--- src/rtl/if_fetch_unit_if.sv ---
// Instruction-memory request/grant + response-valid bus used by if_fetch_unit.
// master: fetch unit (drives request and address).
// slave:  instruction memory (drives grant, response valid and data).
interface if_fetch_unit_if;
  logic        imem_req_o;
  logic [31:0] imem_addr_o;
  logic        imem_gnt_i;
  logic        imem_rvalid_i;
  logic [31:0] imem_rdata_i;

  modport master (
    output imem_req_o,
    output imem_addr_o,
    input  imem_gnt_i,
    input  imem_rvalid_i,
    input  imem_rdata_i
  );

  modport slave (
    input  imem_req_o,
    input  imem_addr_o,
    output imem_gnt_i,
    output imem_rvalid_i,
    output imem_rdata_i
  );
endinterface

--- src/rtl/if_fetch_unit.sv ---
// RV32I instruction-fetch stage: owns the fetch PC, issues in-order requests
// to instruction memory, buffers responses in a small FIFO and presents
// {PC, PC+4, instruction} to IF/ID. Handles stalls, redirects and discards
// stale in-flight responses.
// Optional macro IF_PERF_CNT_EN adds fetch_bubble_cnt_o, a wrapping count of
// cycles where IF/ID could accept but the FIFO was empty.

// Simulation-only invariants of the fetch credit scheme.
module if_fetch_unit_chk #(
  parameter int BUF_DEPTH = 2,
  parameter int CW        = 2
) (
  input logic          clk,
  input logic          rst,
  input logic          i_push,
  input logic          i_pop,
  input logic          i_rvalid,
  input logic [CW-1:0] i_cnt,
  input logic [CW-1:0] i_out,
  input logic [CW-1:0] i_disc
);
  localparam logic [CW-1:0] FULL = CW'(BUF_DEPTH);

  a_no_overflow: assert property (@(posedge clk) disable iff (rst)
    !(i_push && !i_pop && (i_cnt == FULL)));
  a_credit_bound: assert property (@(posedge clk) disable iff (rst)
    (({1'b0, i_out} + {1'b0, i_cnt}) <= {1'b0, FULL}));
  a_no_orphan_rsp: assert property (@(posedge clk) disable iff (rst)
    !(i_rvalid && (i_out == {CW{1'b0}})));
  a_discard_le_out: assert property (@(posedge clk) disable iff (rst)
    (i_disc <= i_out));
endmodule

module if_fetch_unit #(
  parameter logic [31:0] RESET_PC  = 32'h0000_0000,
  parameter int          BUF_DEPTH = 2
) (
  input  logic                   clk,
  input  logic                   rst,
  input  logic                   stall_i,
  input  logic                   redirect_i,
  input  logic [31:0]            redirect_pc_i,
  if_fetch_unit_if.master        imem,
  output logic                   if_valid_o,
  output logic [31:0]            if_pc_o,
  output logic [31:0]            if_pc4_o,
  output logic [31:0]            if_instr_o
`ifdef IF_PERF_CNT_EN
  ,
  output logic [31:0]            fetch_bubble_cnt_o
`endif
);
  localparam int          CW      = $clog2(BUF_DEPTH) + 1;
  localparam int          PW      = $clog2(BUF_DEPTH);
  localparam logic [CW:0] DEPTH_W = (CW + 1)'(BUF_DEPTH);
  localparam logic [31:0] NOP     = 32'h0000_0013;

  logic [31:0]   r_req_pc;
  logic [31:0]   r_resp_pc;
  logic [CW-1:0] r_out;
  logic [CW-1:0] r_disc;
  logic [CW-1:0] r_cnt;
  logic [PW-1:0] r_rd_ptr;
  logic [PW-1:0] r_wr_ptr;
  logic          r_rst_q;
  logic [31:0]   r_fifo_pc    [BUF_DEPTH];
  logic [31:0]   r_fifo_instr [BUF_DEPTH];

  logic [CW:0]   w_credit;
  logic          w_req;
  logic          w_grant;
  logic          w_drop;
  logic          w_push;
  logic          w_pop;
  logic          w_valid;
  logic [CW-1:0] w_out_next;
  logic [31:0]   w_redirect_pc;
  logic          w_unused_pc_bits;

  // Low address bits of the redirect target are architecturally ignored.
  assign w_redirect_pc    = {redirect_pc_i[31:2], 2'b00};
  assign w_unused_pc_bits = ^redirect_pc_i[1:0];

  // Credit check, handshake qualification and outstanding-count arithmetic.
  always_comb begin
    w_credit   = {1'b0, r_out} + {1'b0, r_cnt};
    w_req      = !rst && (w_credit < DEPTH_W);
    w_grant    = w_req && imem.imem_gnt_i;
    // A response in a redirect cycle belongs to the old stream.
    w_drop     = imem.imem_rvalid_i && ((r_disc != {CW{1'b0}}) || redirect_i);
    w_push     = imem.imem_rvalid_i && !w_drop && !rst;
    w_valid    = (r_cnt != {CW{1'b0}});
    w_pop      = w_valid && !stall_i && !redirect_i && !rst;
    w_out_next = r_out + CW'(w_grant) - CW'(imem.imem_rvalid_i);
  end

  assign imem.imem_req_o  = w_req;
  assign imem.imem_addr_o = r_req_pc;

  // Fetch/response PCs, credit counters and FIFO pointers.
  always_ff @(posedge clk) begin
    r_rst_q <= rst;
    if (rst) begin
      r_req_pc  <= RESET_PC;
      r_resp_pc <= RESET_PC;
      r_cnt     <= {CW{1'b0}};
      r_rd_ptr  <= {PW{1'b0}};
      r_wr_ptr  <= {PW{1'b0}};
      // Requests granted before a short reset are still in flight: keep them
      // counted as credit and mark them all stale. A reset held for two or
      // more cycles starts from a clean, empty bus.
      if (r_rst_q) begin
        r_out  <= {CW{1'b0}};
        r_disc <= {CW{1'b0}};
      end else begin
        r_out  <= w_out_next;
        r_disc <= w_out_next;
      end
    end else if (redirect_i) begin
      r_req_pc  <= w_redirect_pc;
      r_resp_pc <= w_redirect_pc;
      r_out     <= w_out_next;
      r_disc    <= w_out_next;
      r_cnt     <= {CW{1'b0}};
      r_rd_ptr  <= {PW{1'b0}};
      r_wr_ptr  <= {PW{1'b0}};
    end else begin
      r_out <= w_out_next;
      r_cnt <= r_cnt + CW'(w_push) - CW'(w_pop);
      if (w_grant) begin
        r_req_pc <= r_req_pc + 32'd4;
      end
      if (w_drop) begin
        r_disc <= r_disc - CW'(1);
      end
      if (w_push) begin
        r_resp_pc <= r_resp_pc + 32'd4;
        r_wr_ptr  <= r_wr_ptr + PW'(1);
      end
      if (w_pop) begin
        r_rd_ptr <= r_rd_ptr + PW'(1);
      end
    end
  end

  // FIFO storage; written only by a response belonging to the current stream.
  always_ff @(posedge clk) begin
    if (w_push) begin
      r_fifo_pc[r_wr_ptr]    <= r_resp_pc;
      r_fifo_instr[r_wr_ptr] <= imem.imem_rdata_i;
    end
  end

  // Head presentation to IF/ID; an empty FIFO shows a NOP at PC 0.
  always_comb begin
    if_valid_o = w_valid;
    if (w_valid) begin
      if_pc_o    = r_fifo_pc[r_rd_ptr];
      if_instr_o = r_fifo_instr[r_rd_ptr];
    end else begin
      if_pc_o    = 32'h0000_0000;
      if_instr_o = NOP;
    end
    if_pc4_o = if_pc_o + 32'd4;
  end

`ifdef IF_PERF_CNT_EN
  logic [31:0] r_bubble_cnt;

  // Count cycles where IF/ID would accept an instruction but none is ready.
  always_ff @(posedge clk) begin
    if (rst) begin
      r_bubble_cnt <= 32'd0;
    end else if (!w_valid && !stall_i) begin
      r_bubble_cnt <= r_bubble_cnt + 32'd1;
    end
  end

  assign fetch_bubble_cnt_o = r_bubble_cnt;
`endif

  if_fetch_unit_chk #(
    .BUF_DEPTH (BUF_DEPTH),
    .CW        (CW)
  ) u_chk (
    .clk      (clk),
    .rst      (rst),
    .i_push   (w_push),
    .i_pop    (w_pop),
    .i_rvalid (imem.imem_rvalid_i),
    .i_cnt    (r_cnt),
    .i_out    (r_out),
    .i_disc   (r_disc)
  );
endmodule
--- src/flat_wrapper.sv ---
// flat-port wrapper written by rule: the top's interface ports become plain ports
module if_fetch_unit_flat 
#(
  parameter logic [31:0] RESET_PC  = 32'h0000_0000,
  parameter int          BUF_DEPTH = 2
)
  (clk, rst, stall_i, redirect_i, redirect_pc_i, if_valid_o, if_pc_o, if_pc4_o, if_instr_o, imem_imem_req_o, imem_imem_addr_o, imem_imem_gnt_i, imem_imem_rvalid_i, imem_imem_rdata_i);
  if_fetch_unit_if imem_i ();
  input  logic clk;
  input  logic rst;
  input  logic stall_i;
  input  logic redirect_i;
  input  logic [31:0] redirect_pc_i;
  output logic if_valid_o;
  output logic [31:0] if_pc_o;
  output logic [31:0] if_pc4_o;
  output logic [31:0] if_instr_o;
  output wire logic [$bits(imem_i.imem_req_o)-1:0] imem_imem_req_o;
  output wire logic [$bits(imem_i.imem_addr_o)-1:0] imem_imem_addr_o;
  input wire logic [$bits(imem_i.imem_gnt_i)-1:0] imem_imem_gnt_i;
  input wire logic [$bits(imem_i.imem_rvalid_i)-1:0] imem_imem_rvalid_i;
  input wire logic [$bits(imem_i.imem_rdata_i)-1:0] imem_imem_rdata_i;
  assign imem_imem_req_o = imem_i.imem_req_o;
  assign imem_imem_addr_o = imem_i.imem_addr_o;
  assign imem_i.imem_gnt_i = imem_imem_gnt_i;
  assign imem_i.imem_rvalid_i = imem_imem_rvalid_i;
  assign imem_i.imem_rdata_i = imem_imem_rdata_i;
  if_fetch_unit #(.RESET_PC(RESET_PC), .BUF_DEPTH(BUF_DEPTH)) u_core (.clk(clk), .rst(rst), .stall_i(stall_i), .redirect_i(redirect_i), .redirect_pc_i(redirect_pc_i), .imem(imem_i), .if_valid_o(if_valid_o), .if_pc_o(if_pc_o), .if_pc4_o(if_pc4_o), .if_instr_o(if_instr_o));
endmodule
--- config.mk ---
export PLATFORM = sky130hd
export DESIGN_NAME = if_fetch_unit_flat
export DESIGN_NICKNAME = d
export VERILOG_FILES = /design/src/rtl/if_fetch_unit_if.sv /design/src/rtl/if_fetch_unit.sv /design/src/flat_wrapper.sv
export SDC_FILE = /design/constraint.sdc
export NUM_CORES = 1
export LEC_CHECK = 0
export ABC_AREA = 1
export CAP_MARGIN = 20
export CORE_UTILIZATION = 44
export DETAILED_ROUTE_END_ITERATION = 10
export HOLD_SLACK_MARGIN = 0.12
export PLACE_DENSITY_LB_ADDON = 0.12
export SETUP_SLACK_MARGIN = 0.3
export SKIP_LAST_GASP = 1
export SLEW_MARGIN = 0
export SYNTH_ARGS = -nofsm -noshare
export SYNTH_HDL_FRONTEND = slang
export SYNTH_SLANG_ARGS = --single-unit
--- constraint.sdc ---
create_clock -name clk -period 4.35 [get_ports clk]
set_input_delay 0.6525 -clock clk [delete_from_list [all_inputs] [get_ports clk]]
set_output_delay 0.6525 -clock clk [all_outputs]
set_load 0.02 [all_outputs]
# Yosys cells after proc, flatten, opt, wreduce, memory -nomap -nowiden
# Memories as Yosys holds them, arrays and structs flattened. A register that Yosys moved wholly into a read port is not among the register bits.
# Cells that the tools add are included.
# word_totals
reg_bits,73
out_inout_bits,130
memories,2
ram_bits,128
# mem_list
memory,words,word_bits,read_ports,rd_clocked_by_memory_dff,write_ports,line,text
u_core.r_fifo_instr,2,32,1,1,1,if_fetch_unit.sv:67,logic [31:0] r_fifo_instr [BUF_DEPTH];
u_core.r_fifo_pc,2,32,1,1,1,if_fetch_unit.sv:66,logic [31:0] r_fifo_pc [BUF_DEPTH];
# op_classes
mux,17
n_lt_le_gt_ge,1
n_reduce_logical,19
n_addsub,11
# op_table
cell,n
$mux W32,6
$add A32 B3 Y32 const B,3
$mux W2,5
$logic_and A1 B1 Y1,8
$reduce_bool A2 Y1,4
$mux W1,6
$add A2 B1 Y2,2
$logic_not A1 Y1,4
$sub A2 B1 Y2,2
$add A2 B2 Y3,1
$lt A3 B2 Y1 const B,1
$reduce_bool A3 Y1,1
$add A1 B1 Y1 const B,2
$reduce_or A2 Y1,1
$sub A2 B1 Y2 const B,1
$logic_or A1 B1 Y1,1

# Longest topological paths before layout
# depth
word_depth,8
depth_mapped,13
depth_no_buf,13

# Worst setup path before layout
# No wires, ideal clock.
# synth_timing
path_type,in2reg
startpoint,input port rst
endpoint,"memory u_core.r_fifo_instr[1][0], enable pin"
path_slack_ns,0.071
setup_ns,0.484
n_path_buf,1
required_ns,3.866
arrival_ns,3.795
cell_stages,4
path_cell_list,buf_4 nor2_4 nand3_1 nor2_1
# synth_between
elab_chain_cells,4
# synth_rtl
item,line,text
start: declaration,flat_wrapper.sv:10,input logic rst;
$logic_not A1 Y1,if_fetch_unit.sv:91,w_push = imem.imem_rvalid_i && !w_drop && !rst;
$logic_and A1 B1 Y1,if_fetch_unit.sv:91,
$mux W1,if_fetch_unit.sv:148,if (w_push) begin
$mux W1 (not written as such),if_fetch_unit.sv:150,r_fifo_instr[r_wr_ptr] <= imem.imem_rdata_i;
end: declaration,if_fetch_unit.sv:67,
# Every way passes these cells.

# Final worst setup path
# layout_timing
startpoint,register u_core.r_cnt[1]
endpoint,output port if_pc4_o[12]
# layout_between
elab_chain_cells,3
# layout_rtl
item,line,text
start: declaration,if_fetch_unit.sv:62,logic [CW-1:0] r_cnt;
start signal: assignment,if_fetch_unit.sv:106,r_cnt <= {CW{1'b0}};
start signal: assignment,if_fetch_unit.sv:124,r_cnt <= {CW{1'b0}};
start signal: assignment,if_fetch_unit.sv:129,r_cnt <= r_cnt + CW'(w_push) - CW'(w_pop);
$reduce_bool A2 Y1,if_fetch_unit.sv:92,w_valid = (r_cnt != {CW{1'b0}});
$mux W32,if_fetch_unit.sv:157,if (w_valid) begin
$add A32 B3 Y32,if_fetch_unit.sv:164,if_pc4_o = if_pc_o + 32'd4;
end: declaration,flat_wrapper.sv:16,output logic [31:0] if_pc4_o;
# Every way passes these cells.

==> flow_metrics.env <==
export IMPL_yosys_register_bits=194
export IMPL_grt_pass1_vias=8503
export IMPL_first_iter_violations=548
export IMPL_hold_path_depth=2
export IMPL_vias_per_cell=4.96
export IMPL_synth_area_um2=10400
export IMPL_cp_required_ns=3.70
export IMPL_cts_buffer_depth=2
export IMPL_fin_area_um2=13200
export IMPL_worst_pin_slew_ns=0.912
export IMPL_num_rows=55
export IMPL_first_pass_iters=5
export IMPL_synth_most_common_cell="nand2_1"
export IMPL_diodes=0
export IMPL_worst_clock_skew_ns=0.0127
export IMPL_cp_max_fo=32
export IMPL_area_growth_syn_to_layout_pct=27.0
export IMPL_ctsRootBufferMaster="clkbuf_16"
export IMPL_start_util_pct=45.4
export IMPL_post_route_min_period_ns=3.72
export IMPL_hpwl_um=20000
export IMPL_synth_edf_count=126
export IMPL_synth_seq_area_share_pct=49.5
export IMPL_synth_commonest_cells="497 x nand2_1, 137 x inv_1, 126 x edfxtp_1, 126 x nor2_1, 119 x nand3_1"
export IMPL_fin_tns_setup_ns=0
export IMPL_status="completed"
export IMPL_cp_top_family="buffers and inverters"
export IMPL_yosys_warnings=0
export IMPL_hold_class="reg -> reg"
export IMPL_fmax_mhz=269
export IMPL_wl_per_cell_um=14.5
export IMPL_max_stage_delay_ns=0.63
export IMPL_clock_latency_ns=0.44
export IMPL_grtUsageTotal_pct=22.8
export IMPL_worstHoldStart="u_core.r_rd_ptr"
export IMPL_die_y_um=156
export IMPL_hold_path_end="u_core.r_rd_ptr"
export IMPL_yosys_cell_types_count=39
export IMPL_endpoint_kind="output port"
export IMPL_cts_sinks=194
export IMPL_clkPwrFrac_pct=36.8
export IMPL_r2r_slack_ns=1.86
export IMPL_dp_slack_ns=0.992
export IMPL_wl_um=27100
export IMPL_period_share_pct=85.4
export IMPL_post_cts_buffers=0
export IMPL_synthCells=1361
export IMPL_fin_nets=1619
export IMPL_antenna_left=0
export IMPL_finalHoldViolations=0
export IMPL_io_buffers=191
export IMPL_grt_pass1_wl_um=43100
export IMPL_ir_worst_vdd_mv=0.263
export IMPL_yosys_most_used_dff="edfxtp_1"
export IMPL_num_vias=9253
export IMPL_rsz0062_at_grt="false"
export IMPL_cts_buffers=17
export IMPL_combPwrFrac_pct=12.6
export IMPL_dieWidth_um=156
export IMPL_maxSlewHeadroom_pct=39.1
export IMPL_pwr_share_seq_pct=50.6
export IMPL_p_sw_share_pct=27.7
export IMPL_dieArea_um2=24200
export IMPL_path_cells="nor2_4, buf_4, a21oi_1, ha_1, nand3_1, nor2_1, nand2_2, nor2_2, xor2_1, clkdlybuf4s50_1"
export IMPL_synth_top_cell_area_share_pct=36.4
export IMPL_fin_ws_ns=0.634
export IMPL_core_um2=22900
export IMPL_r2r_end="u_core.imem.imem_addr_o[6]"
export IMPL_gp_congestion=0.938
export IMPL_clkTransAtPathRegs_ns=0.08
export IMPL_setup_viol=0
export IMPL_power_density_nw_per_um2=320
export IMPL_crit_path_top_delay_cell="clkdlybuf4s50_1"
export IMPL_p_switching_w=0.00117
export IMPL_htree_levels=4
export IMPL_cap_violations=0
export IMPL_async_flop_share_pct=0
export IMPL_antenna_found_initial=0
export IMPL_route_detailed_drc=0
export IMPL_drive_gt1_share_pct=5.80
export IMPL_hold_ws_ns=0.523
export IMPL_path_buf_inv=2
export IMPL_p_leak_nw=5.18
export IMPL_postSynthAreaPerCell_um2=7.64
export IMPL_r2r_start="u_core.r_cnt[0]"
export IMPL_cts_tree="built"
export IMPL_p_int_w=0.00306
export IMPL_dpl_cell_area_um2=12600
export IMPL_grt_overflow=0
export IMPL_io_pins=200
export IMPL_synth_area_leader_cell="edfxtp_1"
export IMPL_grt_max_degree=61
export IMPL_start_kind="flop"
export IMPL_crit_arrival_ns=3.06
export IMPL_power_w=0.00423
export IMPL_yosys_top_cells_area="edfxtp_1 36%, nand2_1 18%, dfxtp_1 13%, nand3_1 5.7%, inv_1 4.9%"
export IMPL_crit_type="reg -> out"
export IMPL_reg2regPathDepth=9
export IMPL_maxSlewViolCount=0
worst max-delay path by stage:
stage / cells past startpoint / slack [ns] / from / to
final: 10 / 0.63 / u_core.r_cnt[1] / if_pc4_o[12]
after global routing: 12 / 0.35 / flop / if_pc4_o[12]
after CTS: 12 / 0.52 / flop / if_pc4_o[12]
after detailed placement: 12 / 0.99 / flop / if_pc4_o[12]
after global placement: 8 / 1.03 / rst / u_core.r_resp_pc[12]
after floorplan: 4 / 1.10 / rst / u_core.r_fifo_instr[1][0]
layout by cell type (no fill, tap or decap), types with 9 or more instances in the layout:
cell type        Yosys  final
o21ai_0             40     40
nand2_2              9      9
inv_1              137    137
xor2_1              23     23
edfxtp_1           126    126
clkbuf_16            0     17
nand3_1            119    119
buf_4               12     12
nor2_1             126    124
clkdlybuf4s50_1      0    191
nand4_1              9      9
nand2_1            497    497
dfxtp_1             68     67
a21oi_1             74     74
nor2_2              19     19
flip-flops by register name, summed over array words and instances (netlist names), named ones only:
signal,count
u_core.r_disc,2
u_core.imem.imem_addr_o,30
u_core.r_out,2
u_core.r_resp_pc,30
u_core.r_rd_ptr,1
u_core.r_fifo_instr,64
u_core.r_cnt,2
u_core.r_wr_ptr,1
u_core.r_fifo_pc,60
u_core.r_rst_q,1
power by group through the flow:
| stage | sequential (W) | clock [W] | combinational, W |
|---|---|---|---|
| after floorplan | 0.00218 | 0 | 0.000302 |
| after global placement | 0.00218 | 0 | 0.000523 |
| after detailed placement | 0.00218 | 0 | 0.000534 |
| after CTS | 0.00214 | 0.00158 | 0.000537 |
| after global routing | 0.00215 | 0.00166 | 0.000591 |
| final | 0.00214 | 0.00156 | 0.000534 |
metal layers:
layer | vias to the layer above | track usage, % | wire [um]
li1 | 4731 | - | -
met1 | 4194 | 30.7 | 12500
met2 | 288 | 37.3 | 12600
met3 | 40 | 3.81 | 1370
met4 | 0 | 7.61 | 566
met5 | - | 0 | 0
repair_timing:
| action | 4_1_cts | 5_1_grt |
|---|---|---|
| hold buffers | 0 | 0 |
| hold endpoints to repair | 0 | 0 |
| gates resized for setup | 0 | 3 |
| endpoints found under the setup margin | 0 | 5 |
final cells by class:
| type | instances | area [um2] |
|---|---|---|
| Timing Repair Buffer | 206 | 2050 |
| Inverter | 141 | 532 |
| Sequential cell | 194 | 5150 |
| Clock buffer | 17 | 425 |
| Fill cell | 2117 | 9710 |
| Tap cell | 313 | 392 |
| Multi-Input combinational cell | 980 | 4470 |
| Clock inverter | 15 | 184 |
worst register-to-register path, cell delays in order, from the launching register on:
cell	delay, ns
dfxtp_1	0.43
nand2_1	0.08
inv_1	0.07
fa_1	0.45
nor3_4	0.20
nand2_1	0.18
nor2_2	0.48
buf_4	0.31
nand2_1	0.08
a31oi_1	0.16
through the flow:
step	cells	util, %
2_1_floorplan	1366	-
3_3_place_gp	1834	54.9
3_5_place_dp	1834	54.9
4_1_cts	1866	57.6
5_1_grt	1866	57.6
6_report	1866	57.6
cell families (layout without fill, tap and decap cells):
family                   after synthesis  in the layout  synth area share [%]
AND/OR/NAND/NOR                      797            797                  31.9
flip-flops                           194            194                  49.5
buffers and inverters                192            379                  7.79
AO/OA/AOI/OAI                        137            137                  7.02
XOR/XNOR                              31             31                  2.61
adder cells (fa/ha/maj)                9              9                  1.16
other                                  1              6                0.0361
(Power assumes the default switching activity.)
==> patch (config.mk and constraints unchanged) <==
`BUF_DEPTH` is set to 2 in 3 places; all go to 4.
--- a/src/rtl/if_fetch_unit.sv
+++ b/src/rtl/if_fetch_unit.sv
@@ -7,7 +7,7 @@
 
 // Simulation-only invariants of the fetch credit scheme.
 module if_fetch_unit_chk #(
-  parameter int BUF_DEPTH = 2,
+  parameter int BUF_DEPTH = 4,
   parameter int CW        = 2
 ) (
   input logic          clk,
@@ -33,7 +33,7 @@
 
 module if_fetch_unit #(
   parameter logic [31:0] RESET_PC  = 32'h0000_0000,
-  parameter int          BUF_DEPTH = 2
+  parameter int          BUF_DEPTH = 4
 ) (
   input  logic                   clk,
   input  logic                   rst,
--- a/src/flat_wrapper.sv
+++ b/src/flat_wrapper.sv
@@ -2,7 +2,7 @@
 module if_fetch_unit_flat 
 #(
   parameter logic [31:0] RESET_PC  = 32'h0000_0000,
-  parameter int          BUF_DEPTH = 2
+  parameter int          BUF_DEPTH = 4
 )
   (clk, rst, stall_i, redirect_i, redirect_pc_i, if_valid_o, if_pc_o, if_pc4_o, if_instr_o, imem_imem_req_o, imem_imem_addr_o, imem_imem_gnt_i, imem_imem_rvalid_i, imem_imem_rdata_i);
   if_fetch_unit_if imem_i ();
Function: changed (a bounded check fails within 4 cycles, from zero or initial values and one cycle with rst high).
==> patch against the original RTL <==
- final cell count rose by 33%
- maximum frequency fell by 3.0%
- clock skew rose by 0.010 ns
- routed wire length rose by 56%
- core utilization fell by 2.9 points
- total power rose by 66%
- worst setup slack got worse by 0.12 ns
- sequential cell count rose by 130
- sequential share of layout area rose by 7.3 points
- largest cell class unchanged
- sequential power rose by 65%
- design area rose by 47%
- synthesized area rose by 53%
- synthesized cell count rose by 33%
- critical path depth did not move
==> patch: results (changes against the original RTL) <==
stage	metric	value	unit	change
placement	worst slack, placed	0.698	ns	was 0.992 ns
finish	share of layout cells above drive strength 1	7.15	%	was 5.80%
logic_synthesis	post-synthesis compound-gate area fraction	8.07	%	was 7.02%
routing	detailed-route DRC error count	0		unchanged
pwr	leak pwr	7.27	nW	was 5.18 nW
cts	clock tree buffer depth	3		was 2
logic_synthesis	Post-synth EDFFs	251		was 126
logic_synthesis	Synth Instances	1806		was 1361
setup_path	reg2reg path depth	13		was 9
setup_path	r2r setup slk	1.11	ns	was 1.86 ns
finish	Multi-input gate area	0.00587	mm2	was 0.00447 mm2
cts	clk slew on worst S/H paths	0.06	ns	was 0.08 ns
global_route	first-pass GRT wire length	65300	um	was 43100 um
setup_path	CP max FO	29		was 32
cts	latest clock arrival within the worst-skew pair	0.53	ns	was 0.44 ns
global_route	pin count of the biggest net entering global routing	87		was 61
logic_synthesis	list of most frequent post-synthesis cells	437 x nand2_1, 272 x nor2_1, 251 x edfxtp_1, 162 x inv_1, 141 x nand3_1		was 497 x nand2_1, 137 x inv_1, 126 x edfxtp_1, 126 x nor2_1, 119 x nand3_1
placement	hpwl dp	28300	um	was 20000 um
timing	worst slew pin tran	0.820	ns	was 0.912 ns
finish	non-clk buf share	11.6	%	was 15.5%
hold_path	hold crit path type	flip-flop to flip-flop		unchanged
finish	fin nets	2077		was 1619
placement	Placed Area	0.0183	mm2	was 0.0126 mm2
finish	Seq/total area	46.3	%	was 39.0%
routing	DR vias/cell	5.12		was 4.96
placement	gpl congestion	0.919		was 0.938
global_route	Tot GR Track Use	23.0	%	was 22.8%
routing	TritonRoute pass-1 iters	7		was 5
pwr	Internal	0.00537	W	was 0.00306 W
finish	final instance area	0.0195	mm2	was 0.0132 mm2
logic_synthesis	Area contributors post-synth	edfxtp_1 47%, nand2_1 10%, dfxtp_1 9.2%		was edfxtp_1 36%, nand2_1 18%, dfxtp_1 13%
setup_path	WP data arrival	3.18	ns	was 3.06 ns
global_route	vias in the first global route	12000		was 8503
placement	IO buf count	191		unchanged
pwr	clock network power	0.00287	W	was 0.00156 W
finish	Regs by FF count	u_core.r_fifo_instr (128), u_core.r_fifo_pc (120)		was u_core.r_fifo_instr (64), u_core.r_fifo_pc (60)
setup_path	FF-to-FF Start	u_core.r_cnt[2]$_SDFF_PP0_		was u_core.r_cnt[0]$_SDFF_PP0_
finish	Clock buf/inv share	5.68	%	was 4.61%
timing	Max Clock Freq	0.261	GHz	was 0.269 GHz
cts	H-Tree Depth	2		was 4
routing	Wirelength per Cell	17.1	um	was 14.5 um
finish	FILL cells	3279		was 2117
timing	Post-Route Skew	0.0228	ns	was 0.0127 ns
routing	drt initial violations	810		was 548
logic_synthesis	Seq/Total Area, Yosys	56.6	%	was 49.5%
outcome	status	complete, no violations		unchanged
finish	Non-clk bufs	220		was 206
logic_synthesis	Synth cell types	46		was 39
logic_synthesis	Adder-Cell Fraction of Synth Area	1.43	%	was 1.16%
cts	Clock Sinks	324		was 194
pwr	power share of the sequential group	50.3	%	was 50.6%
finish	multi-input gate count	1237		was 980
-- patch: through the flow --
stage / util (%) / total power (W) / hold slack, ns
finish: 54.7 / 0.00703 / 0.463
global placement: 51.4 / 0.00421 / 0.452
CTS: 54.6 / 0.00709 / 0.473
detailed placement: 51.4 / 0.00422 / 0.459
global route: 54.7 / 0.00728 / 0.504
floorplan: - / 0.00394 / 0.442
-- patch: metal layers --
metal  vias to the layer above  track usage [%]  wire length [um]
met5                         -                0                 0
met4                         0             7.48              1140
met3                        68             2.69              2150
met2                       371             37.4             19400
met1                      5875             31.9             19500
li1                       6364                -                 -
-- patch: worst min-delay path by stage --
stage / startpoint / end / slack [ns] / cells after the start
6_report: u_core.r_rd_ptr[1]$_SDFFE_PP0P_ / flip-flop / 0.46 / 2
5_1_grt: u_core.r_rd_ptr[1]$_SDFFE_PP0P_ / flip-flop / 0.50 / 2
4_1_cts: u_core.r_rd_ptr[1]$_SDFFE_PP0P_ / flip-flop / 0.47 / 2
3_5_place_dp: u_core.r_rd_ptr[1]$_SDFFE_PP0P_ / flip-flop / 0.46 / 2
3_3_place_gp: u_core.r_rd_ptr[1]$_SDFFE_PP0P_ / flip-flop / 0.45 / 2
2_1_floorplan: u_core.r_rd_ptr[1]$_SDFFE_PP0P_ / flip-flop / 0.44 / 2
-- patch: kinds of logic (layout without fill, tap and decap cells) --
| kind of cell | after synthesis | in the layout |
|---|---|---|
| AOI/OAI and AO/OA | 242 | 242 |
| xor gates and xnor gates | 28 | 28 |
| adders and majority gates | 17 | 17 |
| buffers and inverters | 250 | 454 |
| DFF | 324 | 324 |
| other | 1 | 6 |
| and+or+nand+nor | 944 | 944 |
-- patch: repair_timing --
action                     in CTS  in global routing
setup buffers                   1                  4
setup endpoints to repair      12                 17
resized for setup               2                  5
